<file path="config.mk">
export PLATFORM = sky130hd
export DESIGN_NAME = prach_ditfft3_bf1_inv
export DESIGN_NICKNAME = d
export VERILOG_FILES = /design/src/rtl/prach_ditfft3_bf1_inv.sv
export SDC_FILE = /design/constraint.sdc
export NUM_CORES = 1
export LEC_CHECK = 0
export ABC_CLOCK_PERIOD_IN_PS = 2900
export CELL_PAD_IN_SITES_DETAIL_PLACEMENT = 0
export CELL_PAD_IN_SITES_GLOBAL_PLACEMENT = 2
export CORE_MARGIN = 5
export CORE_UTILIZATION = 34
export DETAILED_ROUTE_END_ITERATION = 6
export PLACE_DENSITY_LB_ADDON = 0.08
export SETUP_SLACK_MARGIN = 0.2
export SKIP_CTS_REPAIR_TIMING = 1
export SLEW_MARGIN = 20
export SYNTH_ARGS = -nofsm -noshare
export SYNTH_HDL_FRONTEND = slang
export SYNTH_SLANG_ARGS = --single-unit
</file>
<file path="constraint.sdc">
create_clock -name clk -period 2.9 [get_ports clk]
set_input_delay 0.435 -clock clk [delete_from_list [all_inputs] [get_ports clk]]
set_output_delay 0.435 -clock clk [all_outputs]
set_load 0.01 [all_outputs]
</file>
<file path="src/rtl/prach_ditfft3_bf1_inv.sv">
// -----------------------------------------------------------------------------
// prach_ditfft3_bf1_inv
//
// Inverse of the radix-3 DIT stage-1 butterfly on the PRACH long-sequence path.
// It collects an input triple (y0, y1, y2) = (x0, x1+x2, x2-x1) from a
// valid-gated stream and emits the reconstructed triple (x0, x1, x2) as three
// back-to-back output cycles:
//   x0 = y0
//   x1 = (y1 - y2) / 2
//   x2 = (y1 + y2) / 2
// Halving is an arithmetic shift (ROUND=0, floor) or add-one-then-shift
// (ROUND=1, round half up). Real and imaginary parts are independent.
//
// Parameters
//   ROUND : 0 = floor halving, 1 = round-half-up halving
//   W     : signed sample component width
//
// Ports
//   clk       in   clock
//   rst_n     in   asynchronous active-low reset
//   din_dr    in   input real part (signed, W bits)
//   din_di    in   input imaginary part (signed, W bits)
//   din_dv    in   input sample valid
//   sync_in   in   marks y0 of a triple; only looked at when din_dv=1
//   dout_dr   out  output real part (holds its value while idle)
//   dout_di   out  output imaginary part (holds its value while idle)
//   dout_dv   out  output valid, high for three gap-free cycles per triple
//   sync_out  out  high with x0 of each output triple
//   frame_err out  one-cycle pulse the cycle after a partial triple is aborted
//
// Handshake: a sample is taken on a rising edge where din_dv=1; there is no
// ready/backpressure, and the source must space triple completions at least
// three cycles apart so that output triples never overlap.
// -----------------------------------------------------------------------------
module prach_ditfft3_bf1_inv #(
    parameter int ROUND = 1,
    parameter int W     = 18
) (
    input  logic         clk,
    input  logic         rst_n,
    input  logic [W-1:0] din_dr,
    input  logic [W-1:0] din_di,
    input  logic         din_dv,
    input  logic         sync_in,
    output logic [W-1:0] dout_dr,
    output logic [W-1:0] dout_di,
    output logic         dout_dv,
    output logic         sync_out,
    output logic         frame_err
);

    // Rounding constant added before the halving shift.
    localparam logic [W+1:0] RND = (ROUND != 0) ? (W+2)'(1) : '0;

    // -------------------------------------------------------------------------
    // Input FSM: gathers y0, y1, y2. Advances only on valid cycles.
    // -------------------------------------------------------------------------
    typedef enum logic [1:0] {
        IDLE = 2'd0,
        GOT0 = 2'd1,
        GOT1 = 2'd2
    } in_state_t;

    in_state_t state;
    in_state_t state_nxt;

    logic cap_y0;    // take the current sample as y0
    logic cap_y1;    // take the current sample as y1
    logic tri_done;  // current sample is y2: triple complete
    logic abort;     // sync arrived while a partial triple was open

    always_comb begin
        state_nxt = state;
        cap_y0    = 1'b0;
        cap_y1    = 1'b0;
        tri_done  = 1'b0;
        abort     = 1'b0;
        if (din_dv) begin
            case (state)
                IDLE: begin
                    // Samples without sync while idle are silently dropped.
                    if (sync_in) begin
                        cap_y0    = 1'b1;
                        state_nxt = GOT0;
                    end
                end
                GOT0: begin
                    if (sync_in) begin
                        abort     = 1'b1;
                        cap_y0    = 1'b1;
                        state_nxt = GOT0;
                    end else begin
                        cap_y1    = 1'b1;
                        state_nxt = GOT1;
                    end
                end
                GOT1: begin
                    if (sync_in) begin
                        abort     = 1'b1;
                        cap_y0    = 1'b1;
                        state_nxt = GOT0;
                    end else begin
                        tri_done  = 1'b1;
                        state_nxt = IDLE;
                    end
                end
                default: begin
                    state_nxt = IDLE;
                end
            endcase
        end
    end

    always_ff @(posedge clk or negedge rst_n) begin
        if (!rst_n) begin
            state <= IDLE;
        end else begin
            state <= state_nxt;
        end
    end

    // -------------------------------------------------------------------------
    // Captured y0 / y1. y2 is never stored: it is consumed straight from the
    // input on the completing cycle.
    // -------------------------------------------------------------------------
    logic [W-1:0] y0_r;
    logic [W-1:0] y0_i;
    logic [W-1:0] y1_r;
    logic [W-1:0] y1_i;

    always_ff @(posedge clk or negedge rst_n) begin
        if (!rst_n) begin
            y0_r <= '0;
            y0_i <= '0;
            y1_r <= '0;
            y1_i <= '0;
        end else begin
            if (cap_y0) begin
                y0_r <= din_dr;
                y0_i <= din_di;
            end
            if (cap_y1) begin
                y1_r <= din_dr;
                y1_i <= din_di;
            end
        end
    end

    // -------------------------------------------------------------------------
    // Arithmetic: sign-extend to W+2 bits, form sum/difference, halve.
    // -------------------------------------------------------------------------
    function automatic logic [W+1:0] sext(input logic [W-1:0] v);
        return {{2{v[W-1]}}, v};
    endfunction

    // Arithmetic shift right by one followed by truncation to W bits is just
    // bits [W:1] of the W+2-bit value, independent of its sign.
    function automatic logic [W-1:0] halve(input logic [W+1:0] v);
        logic [W+1:0] t;
        t = v + RND;
        return t[W:1];
    endfunction

    logic [W+1:0] y1r_x;
    logic [W+1:0] y1i_x;
    logic [W+1:0] y2r_x;
    logic [W+1:0] y2i_x;
    logic [W-1:0] x1_r;
    logic [W-1:0] x1_i;
    logic [W-1:0] x2_r;
    logic [W-1:0] x2_i;

    always_comb begin
        y1r_x = sext(y1_r);
        y1i_x = sext(y1_i);
        y2r_x = sext(din_dr);
        y2i_x = sext(din_di);
        x1_r  = halve(y1r_x - y2r_x);
        x1_i  = halve(y1i_x - y2i_x);
        x2_r  = halve(y1r_x + y2r_x);
        x2_i  = halve(y1i_x + y2i_x);
    end

    // -------------------------------------------------------------------------
    // Output stage. x0 goes straight to the output register on the completing
    // edge; x1 and x2 wait in pend1/pend2 and follow on the next two edges.
    // out_cnt counts the samples still waiting (2, 1, 0).
    // -------------------------------------------------------------------------
    logic [W-1:0] pend1_r;
    logic [W-1:0] pend1_i;
    logic [W-1:0] pend2_r;
    logic [W-1:0] pend2_i;
    logic [1:0]   out_cnt;

    always_ff @(posedge clk or negedge rst_n) begin
        if (!rst_n) begin
            dout_dr  <= '0;
            dout_di  <= '0;
            dout_dv  <= 1'b0;
            sync_out <= 1'b0;
            pend1_r  <= '0;
            pend1_i  <= '0;
            pend2_r  <= '0;
            pend2_i  <= '0;
            out_cnt  <= 2'd0;
        end else if (tri_done) begin
            dout_dr  <= y0_r;
            dout_di  <= y0_i;
            dout_dv  <= 1'b1;
            sync_out <= 1'b1;
            pend1_r  <= x1_r;
            pend1_i  <= x1_i;
            pend2_r  <= x2_r;
            pend2_i  <= x2_i;
            out_cnt  <= 2'd2;
        end else if (out_cnt == 2'd2) begin
            dout_dr  <= pend1_r;
            dout_di  <= pend1_i;
            dout_dv  <= 1'b1;
            sync_out <= 1'b0;
            out_cnt  <= 2'd1;
        end else if (out_cnt == 2'd1) begin
            dout_dr  <= pend2_r;
            dout_di  <= pend2_i;
            dout_dv  <= 1'b1;
            sync_out <= 1'b0;
            out_cnt  <= 2'd0;
        end else begin
            // Idle: data outputs keep their last value.
            dout_dv  <= 1'b0;
            sync_out <= 1'b0;
        end
    end

    // Abort pulse, registered so it appears the cycle after the offending sync.
    always_ff @(posedge clk or negedge rst_n) begin
        if (!rst_n) begin
            frame_err <= 1'b0;
        end else begin
            frame_err <= abort;
        end
    end

endmodule

</file>
==> impl_metrics.env, run 1 <==
export IMPL_status="complete, but fails checks"
export IMPL_violations="negative hold slack"
export IMPL_io_pins=79
export IMPL_drive_above_1_share_pct=19.0
export IMPL_cts_tree="yes"
export IMPL_place_congestion=0.858
export IMPL_rsz0062_at_grt="true"
export IMPL_drtIter0Drc=432
export IMPL_worstSkewPairLatency_ns=0.46
export IMPL_maxCapViolCount=0
export IMPL_synthesis_area_sq_um=11300
export IMPL_fin_crit_ns=2.66
export IMPL_wl_per_cell_um=17.4
export IMPL_start_util_pct=34.6
export IMPL_setup_tns_ns=0
export IMPL_hold_class="in2async"
export IMPL_fmax_ghz=0.376
export IMPL_tightest_slew_ns=0.984
export IMPL_n_antenna_cell=0
export IMPL_ys_warn_count=0
export IMPL_yosys_area_top_type="dfrtp_1"
export IMPL_synth_cells=1262
export IMPL_grt_max_degree=71
export IMPL_clock_path_buffers=2
export IMPL_vias=9502
export IMPL_power_density_nw_per_um2=1090
export IMPL_fp_dieArea_sq_um=36900
export IMPL_cp_max_fo=3
export IMPL_dpl_hpwl_um=24500
export IMPL_antenna_found_initial=0
export IMPL_setup_viol=0
export IMPL_io_buffers=78
export IMPL_ys_async_sr_fraction_pct=100
export IMPL_numCtsBuffers=17
export IMPL_dieWidth_um=192
export IMPL_reg2reg_depth=9
export IMPL_cts_root_buf="clkbuf_16"
export IMPL_grt_pass1_vias=9629
export IMPL_grt_pass1_wl_um=53800
export IMPL_synth_edf_count=0
export IMPL_holdWs_ns=-0.00992
export IMPL_synth_area_leaders="dfrtp_1 (41%), ha_1 (12%), nand2_1 (5.8%)"
export IMPL_cts_sinks=187
export IMPL_r2r_slack_ns=0.26
export IMPL_slew_violations=0
export IMPL_path_clk_slew_ns=0.07
export IMPL_syn_area_per_cell_sq_um=8.94
export IMPL_syn_to_final_growth_pct=30.5
export IMPL_synth_top_area_share_pct=41.5
export IMPL_nFillCells=3234
export IMPL_path_class="in2reg"
export IMPL_coreArea_sq_um=32600
export IMPL_finalHoldViolCount=4
export IMPL_ant_nets=0
export IMPL_dp_cells=1899
export IMPL_min_period_over_period_pct=91.8
export IMPL_ys_flop_type="dfrtp_1"
export IMPL_fin_nets=1633
export IMPL_row_count=66
export IMPL_routed_wl_um=33700
export IMPL_ys_ff_latch=187
export IMPL_required_ns=3.28
export IMPL_synth_cell_types=64
export IMPL_die_y_um=192
export IMPL_worst_setup_path_end_kind="flip-flop"
export IMPL_via_per_inst=4.91
export IMPL_grt_total_usage_pct=18.7
export IMPL_h_tree_depth=4
export IMPL_drc=0
export IMPL_dr_pass1_iters=5
export IMPL_r2r_start="y1_r[0]$_DFFE_PN0P_"
export IMPL_r2r_end="pend2_r[15]$_DFFE_PN0P_"
export IMPL_critPathArrivalTime_ns=3.04
export IMPL_fin_cells=1936
export IMPL_worstSetupStartpointType="input pin"
export IMPL_synth_nets=1414
export IMPL_ys_seq_area_share_pct=41.5
export IMPL_peakVddDrop_uv=554
export IMPL_gr_total_overflow=0
export IMPL_fin_skew_ns=0.0141
export IMPL_relSlewSlack_pct=34.1
export IMPL_leakagePower_uw=0.00713
metal layers:
layer / vias up / GRT usage (%) / share of wire, %
met5: - / 0 / 0
met3: 19 / 3.07 / 2.6
met4: 0 / 3.57 / 0.77
met1: 4567 / 27.5 / 51
li1: 4815 / - / -
met2: 101 / 29.2 / 45
metrics by stage:
| stage | area, sq um | total power, uW | setup WS, ns | utilization (%) |
|---|---|---|---|---|
| 2_1_floorplan | 11300 | 9570 | 0.175 | - |
| 3_3_place_gp | 13800 | 13200 | -0.521 | 42.2 |
| 3_5_place_dp | 13800 | 13300 | -0.550 | 42.2 |
| 4_1_cts | 14400 | 15700 | -0.0799 | 44.0 |
| 5_1_grt | 14700 | 17400 | 0.128 | 45.1 |
| 6_report | 14700 | 16000 | 0.238 | 45.1 |
sequential cells by signal, summed over array words and instances (netlist names):
signal	count
dout_dv	1
y1_i	18
out_cnt	2
y0_i	18
pend1_i	18
y0_r	18
pend2_i	18
pend2_r	18
dout_di	18
pend1_r	18
dout_dr	18
sync_out	1
frame_err	1
state	2
y1_r	18
cell usage after synthesis, types with 11 or more instances:
cell,instances
nand2b_1,18
nor2b_1,12
inv_1,81
ha_1,108
a221o_1,11
xor2_1,24
and3_1,12
clkbuf_1,49
a21o_1,13
mux2_2,12
o22ai_1,26
o21ai_0,116
dfrtp_1,187
xnor2_1,34
a21oi_1,57
a2bb2oi_1,25
nand2_1,173
nor2_1,135
o21ai_1,42
worst max path at each step:
stage                        start                       to  slack, ns  depth (start not counted)
3_3_place_gp             din_dr[1]  pend1_r[16]$_DFFE_PN0P_      -0.52                         13
3_5_place_dp             din_dr[1]  pend1_r[16]$_DFFE_PN0P_      -0.55                         13
4_1_cts                  din_dr[1]  pend1_r[16]$_DFFE_PN0P_      -0.08                         13
2_1_floorplan            din_di[1]  pend1_i[16]$_DFFE_PN0P_       0.17                         12
6_report                 din_dr[2]  pend1_r[16]$_DFFE_PN0P_       0.24                         12
5_1_grt        y1_r[1]$_DFFE_PN0P_  pend1_r[16]$_DFFE_PN0P_       0.13                         13
critical path, stage by stage:
cell and delay (ns):
clkdlybuf4s50_1 0.48, inv_1 0.06, ha_1 0.29, inv_1 0.07, fa_2 0.39, nand2b_4 0.16, a21oi_4 0.19, o2111ai_4 0.16
a221oi_4 0.37, a221oi_2 0.12, xor2_1 0.17, o21ai_1 0.13
cell usage in the layout (no fill, tap or decap), types with 10 or more instances in the layout:
| master | instances |
|---|---|
| a21oi_1 | 48 |
| a21o_1 | 13 |
| xnor2_1 | 34 |
| clkbuf_16 | 17 |
| nor2b_1 | 10 |
| nand2b_1 | 16 |
| dfrtp_1 | 187 |
| mux2_2 | 12 |
| o22ai_1 | 26 |
| a2bb2oi_1 | 25 |
| and3_1 | 12 |
| a221o_1 | 11 |
| inv_2 | 10 |
| nor2_1 | 135 |
| o21ai_1 | 42 |
| buf_4 | 172 |
| ha_1 | 99 |
| clkdlybuf4s50_1 | 71 |
| inv_1 | 73 |
| nand2_1 | 172 |
| o21ai_0 | 115 |
| xor2_1 | 24 |
logic make-up (layout without fill, tap and decap cells):
| kind of cell | after synthesis | in the layout | synth area share (%) |
|---|---|---|---|
| buffers and inverters | 139 | 371 | 4.76 |
| multiplexers | 12 | 12 | 1.20 |
| AND/OR/NAND/NOR | 387 | 387 | 14.9 |
| AO/OA/AOI/OAI | 367 | 367 | 20.5 |
| adder cells (fa/ha/maj) | 112 | 112 | 12.7 |
| flip-flops | 187 | 187 | 41.5 |
| XOR/XNOR | 58 | 58 | 4.50 |
final cells by class:
class	instances	area [sq um]	share of cell area (%)
Inverter	83	312	2.12
Multi-Input combinational cell	936	6390	43.4
Timing Repair Buffer	256	2210	15.0
Sequential cell	187	4680	31.8
Clock buffer	21	470	3.20
Clock inverter	11	110	0.748
Tap cell	442	553	3.76
power breakdown:
group | total, uW | switching [uW] | leakage, uW | internal (uW)
Combinational | 9330 | 4860 | 0.00450 | 4470
Sequential | 4300 | 649 | 0.00235 | 3650
Clock | 2400 | 1130 | 0.000277 | 1260
Total | 16000 | 6640 | 0.00713 | 9380
Power figures use the tool's default switching activity.
==> inputs of run 2 (changes only) <==
--- a/config.mk
+++ b/config.mk
@@ -11,6 +11,7 @@
 export CORE_MARGIN = 5
 export CORE_UTILIZATION = 34
 export DETAILED_ROUTE_END_ITERATION = 6
+export MAX_ROUTING_LAYER = met4
 export PLACE_DENSITY_LB_ADDON = 0.08
 export SETUP_SLACK_MARGIN = 0.2
 export SKIP_CTS_REPAIR_TIMING = 1
==> impl_metrics.env, run 2 (synthesis results as in run 1) <==
export IMPL_leakagePower_uw=0.00713
export IMPL_relSlewSlack_pct=33.3
export IMPL_critPathArrivalTime_ns=3.01
export IMPL_drtIter0Drc=498
export IMPL_antenna_found_initial=0
export IMPL_nFillCells=3234
export IMPL_fin_skew_ns=0.0135
export IMPL_place_congestion=0.872
export IMPL_fin_nets=1633
export IMPL_slew_violations=0
export IMPL_drive_above_1_share_pct=18.9
export IMPL_start_util_pct=34.6
export IMPL_setup_tns_ns=0
export IMPL_layout_commonest_cell="dfrtp_1"
export IMPL_required_ns=3.24
export IMPL_vias=9490
export IMPL_status="complete, but fails checks"
export IMPL_dpl_cell_area_sq_um=13800
export IMPL_fmax_ghz=0.374
export IMPL_cts_tree="yes"
export IMPL_worstSetupStartpointType="input pin"
export IMPL_cts_root_buf="clkbuf_16"
export IMPL_io_pins=79
export IMPL_fin_crit_ns=2.67
export IMPL_peakVddDrop_uv=552
export IMPL_fp_dieArea_sq_um=36900
export IMPL_io_buffers=78
export IMPL_syn_to_final_growth_pct=30.5
export IMPL_routed_wl_um=33700
export IMPL_ant_nets=0
export IMPL_cts_sinks=187
export IMPL_maxCapViolCount=0
export IMPL_cp_max_fo=4
export IMPL_mostFrequentLayoutCells="dfrtp_1 (187), nand2_1 (172), buf_4 (172)"
export IMPL_path_class="in2reg"
export IMPL_power_density_nw_per_um2=1090
export IMPL_numCtsBuffers=17
export IMPL_row_count=66
export IMPL_dieWidth_um=192
export IMPL_final_area_sq_um=14700
export IMPL_setup_viol=0
export IMPL_drc=0
export IMPL_gr_total_overflow=0
export IMPL_dpl_hpwl_um=24500
export IMPL_worstSkewPairLatency_ns=0.45
export IMPL_min_period_over_period_pct=92.2
export IMPL_clock_path_buffers=2
export IMPL_grt_max_degree=71
export IMPL_hold_class="in2async"
export IMPL_dr_pass1_iters=5
export IMPL_via_per_inst=4.90
export IMPL_worst_setup_path_end_kind="flip-flop"
export IMPL_rsz0062_at_grt="true"
export IMPL_tightest_slew_ns=0.995
export IMPL_die_y_um=192
export IMPL_wl_per_cell_um=17.4
export IMPL_grt_total_usage_pct=19.2
export IMPL_finalHoldViolCount=4
export IMPL_grt_pass1_vias=9631
export IMPL_holdWs_ns=-0.0117
export IMPL_path_clk_slew_ns=0.08
export IMPL_grt_pass1_wl_um=53800
export IMPL_n_antenna_cell=0
export IMPL_power_total_uw=16000
export IMPL_violations="negative hold slack"
export IMPL_h_tree_depth=4
export IMPL_coreArea_sq_um=32600
==> run 2: cell count changes in the layout (fill, tap and decap cells not counted) <==
cell | before | now
o21ai_2 | 1 | 0
o21ai_1 | 42 | 43
==> run 2: area by class of cell <==
type	count	area [sq um]	area share (%)
multi-input cells	936	6380	43.4
flip-flops and latches	187	4680	31.8
repair buffers	256	2210	15.0
clock inverters	11	110	0.748
inverters	83	312	2.12
well taps	442	553	3.76
clock buffers	21	470	3.20
==> run 2: where the power goes <==
group | internal (uW) | switching (uW) | leakage (uW)
registers | 3650 | 648 | 0.00235
clock network | 1260 | 1130 | 0.000277
logic | 4460 | 4860 | 0.00450
==> run 2: worst paths after layout <==
check                                        from  depth (start not counted)  slack (ns)                 endpoint
setup / recovery                        din_dr[2]                         14        0.23   pend2_r[8]$_DFFE_PN0P_
hold / removal                              rst_n                          1       -0.01      y0_i[5]$_DFFE_PN0P_
setup reg to reg              y1_r[1]$_DFFE_PN0P_                         13        0.26  pend1_r[16]$_DFFE_PN0P_
hold reg to reg            pend2_r[1]$_DFFE_PN0P_                          2        0.48   pend2_r[1]$_DFFE_PN0P_
max in group asynchronous                   rst_n                          2        2.06   pend2_r[5]$_DFFE_PN0P_
min in group clk                        din_dr[0]                          2        0.32      y0_r[0]$_DFFE_PN0P_
==> run 2: critical path, stage by stage <==
cell and delay (ns):
clkdlybuf4s50_1 0.47, inv_1 0.06, ha_1 0.29, buf_4 0.14, nor2_1 0.05, a221oi_1 0.33
buf_4 0.18, o311ai_2 0.07, buf_4 0.16, o21ai_1 0.31, buf_4 0.17, nand2_1 0.06
xnor2_1 0.18, o21ai_1 0.08
==> run 2: stage by stage <==
stage | setup WS [ns] | instances | util [%]
2_1_floorplan | 0.175 | 1262 | -
3_3_place_gp | -0.521 | 1899 | 42.2
3_5_place_dp | -0.550 | 1899 | 42.2
4_1_cts | -0.0799 | 1931 | 44.0
5_1_grt | 0.128 | 1936 | 45.1
6_report | 0.226 | 1936 | 45.1
==> run 2: per-layer routing <==
metal	wire length [um]	vias to the layer above	track usage [%]
met5	0	-	-
met4	246	0	3.48
met3	941	17	2.85
met2	15200	104	29.2
met1	17300	4552	27.7
li1	-	4817	-
==> RTL change (settings of run 2) <==
Set the parameter `ROUND` to 0 (it was 1). Comments in the files are not updated.
--- a/src/rtl/prach_ditfft3_bf1_inv.sv
+++ b/src/rtl/prach_ditfft3_bf1_inv.sv
@@ -35,3 +35,3 @@
 module prach_ditfft3_bf1_inv #(
-    parameter int ROUND = 1,
+    parameter int ROUND = 0,
     parameter int W     = 18
Check against the original RTL: not equivalent (a bounded check fails within 10 cycles, from zero or initial values and one cycle with rst_n low).
==> RTL change against run 2 <==
The run still ends with hold timing left; area after synthesis is 0.68% lower; global-route usage up 0.52 points; sequential power about the same; total power down 8.4%; maximum frequency grew 4.2%; setup slack better by 110 ps; cell area fell by 5.9%; wire length increased by 1.1%; sequential cell count unchanged; critical path type unchanged; critical endpoint is now pend1_r[15]; largest power group unchanged; highest routed layer unchanged.
==> RTL change: results (changes against run 2) <==
Parameter                              Value

Layout
  Post-layout net count    1552 (-5.0%)
  Proportion of layout cells with a drive suffix above 1    0.143 (-0.0463)
  # fillers    3346 (+3.5%)

Placement
  Post-detail-place hpwl    24600 um (+0.74%)
  Final weighted congestion of routability-driven global placement    0.860 (-1.3%)
  IO Port Bufs    78 (unchanged)

Setup path
  Worst reg2reg endpoint    pend2_i[15]
  Worst setup path start    din_dr[0]
  Slack of the worst reg-to-reg path    420 ps (+160 ps)
  Highest-delay cell along the critical path    sky130_fd_sc_hd__clkdlybuf4s50_1
  Number of cells traversed by the worst register-to-register path    9 (-4)
  Endpoint arrival time on the critical path    2910 ps (-100 ps)
  Maximum single-stage delay on the critical path    480 ps
  Source of the worst register-to-register timing path    y1_i[1]

CTS
  Clk_lat worst skew    460 ps
  Count of H-tree levels built during CTS    4 (unchanged)
  Worst-case clock buffer depth    2 (unchanged)

Pwr
  Worst vdd ir    0.493 mV (-11%)
  Static Leakage    0.00644 uW (-9.7%)

Global route
  Largest net degree at the start of global routing    80 (+13%)
  GR Util All Layers    0.198 (+0.00521)
  Vias in the first global route    9445 (-1.9%)
  Antenna violations before repair    1 (+1)
  Global-route wire length before repair    54900 um (+2.1%)

Drt
  Initial DRC Count    569 (+14%)
  Vias after detailed routing    9479 (-0.12%)
  Wire length on met3    1100 um (+17%)
  M1 WL    17400 um (+0.56%)
  Wirelength per Cell    18.0 um (+3.6%)
  Met2 Wirelength    15100 um (-1.0%)

Outcome
  Failing checks    hold timing
  Outcome    finished with violations

Synthesis
  Sequential fraction of the synthesis area    0.418 (+0.00283)
  Post-Syn Nets    1406 (-0.57%)
  Predominant post-synthesis flop cell    sky130_fd_sc_hd__dfrtp_1
  Share of synthesized registers carrying an async set or reset    1.00 (unchanged)
  Number of different library cells in the post-synthesis netlist    84 (+31%)
  Portion of synthesized cell area occupied by the leading cell type    0.418 (+0.00283)
  YS warnings    0 (unchanged)
  Top area cells in the synthesized netlist    sky130_fd_sc_hd__dfrtp_1, sky130_fd_sc_hd__ha_1, sky130_fd_sc_hd__o21ai_0, sky130_fd_sc_hd__nand2_1, sky130_fd_sc_hd__nor2_1
  Commonest cells in the synthesized netlist    sky130_fd_sc_hd__dfrtp_1, sky130_fd_sc_hd__nand2_1, sky130_fd_sc_hd__nor2_1, sky130_fd_sc_hd__o21ai_0, sky130_fd_sc_hd__ha_1

Min path
  Class of the most critical hold timing path    in -> async

STA
  Relative slew slack    0.474 (+0.142)
  Worst-case hold slack    -19.6 ps (-7.95 ps)
  Number of endpoints with negative hold slack in the final report    6 (+2)
  Final setup skew    12.6 ps (-0.833 ps)

Run
  Count of max-cap constraint violations    0 (unchanged)
==> RTL change: changes by cell type after synthesis, moves of 7 or more <==
cell,delta
sky130_fd_sc_hd__a21oi_1,+14
sky130_fd_sc_hd__o21a_1,+7
sky130_fd_sc_hd__o21ai_0,+23
sky130_fd_sc_hd__nand3_1,+12
sky130_fd_sc_hd__xor2_1,-18
sky130_fd_sc_hd__mux2_2,-7
sky130_fd_sc_hd__clkbuf_1,+12
sky130_fd_sc_hd__ha_1,-33
sky130_fd_sc_hd__buf_2,+8
sky130_fd_sc_hd__or3_1,+8
sky130_fd_sc_hd__nor3_1,+7
sky130_fd_sc_hd__o21ai_1,-29
sky130_fd_sc_hd__inv_1,-9
==> RTL change: cell families after synthesis <==
kind of cell	count (synthesis)	share of synthesized area
flip-flops	187	0.418
buffers and inverters	159	0.0566
adder cells (fa/ha/maj)	79	0.0909
AND/OR/NAND/NOR	420	0.166
multiplexers	9	0.00904
AO/OA/AOI/OAI	391	0.227
XOR/XNOR	42	0.0328
==> RTL change: critical path, delay by kind of cell <==
kind / cells / cell delay [ps]
AOI/OAI and AO/OA: 4 / 850
buffers and inverters: 2 / 630
and+or+nand+nor: 4 / 600
adders and majority gates: 1 / 390
==> RTL change: through the flow <==
| stage | cell area [um2] | setup TNS [ps] | worst slack, ps | cells |
|---|---|---|---|---|
| global placement | 13200 | -617 | -83.8 | 1855 |
| CTS | 13800 | 0 | 357 | 1887 |
| detailed placement | 13200 | -1200 | -122 | 1855 |
| finish | 13900 | 0 | 334 | 1889 |
| floorplan | 11200 | 0 | 552 | 1287 |
| global route | 13900 | 0 | 219 | 1889 |
==> RTL change: cell type report <==
type                    count  area, um2  share of cell area
multi-input cells         941       5910               0.427
flip-flops and latches    187       4680               0.338
repair buffers            208       1820               0.132
well taps                 442        553              0.0399
clock buffers              19        443              0.0320
inverters                  78        293              0.0211
clock inverters            13        143              0.0103
diodes                      1       2.50            0.000181
==> RTL change: where the power goes <==
part	internal, uW	switching (uW)
sequential	3640	649
combinational	3620	4310
clock	1300	1130
==> RTL change: routing by layer <==
layer,vias to the layer above,global-route usage
li1,4758,-
met1,4562,0.282
met4,0,0.0445
met5,-,-
met3,22,0.0351
met2,137,0.295
==> RTL change: how the worst max path moves through the flow <==
stage                             end  slack [ps]  depth (start not counted)
final                     pend1_r[15]         330                         11
after global routing      pend1_r[15]         220                         11
after CTS                 pend2_r[17]         360                         10
after detailed placement  pend2_r[17]        -120                         10
after global placement    pend1_r[16]         -80                         11
after floorplan           pend2_i[15]         550                          9
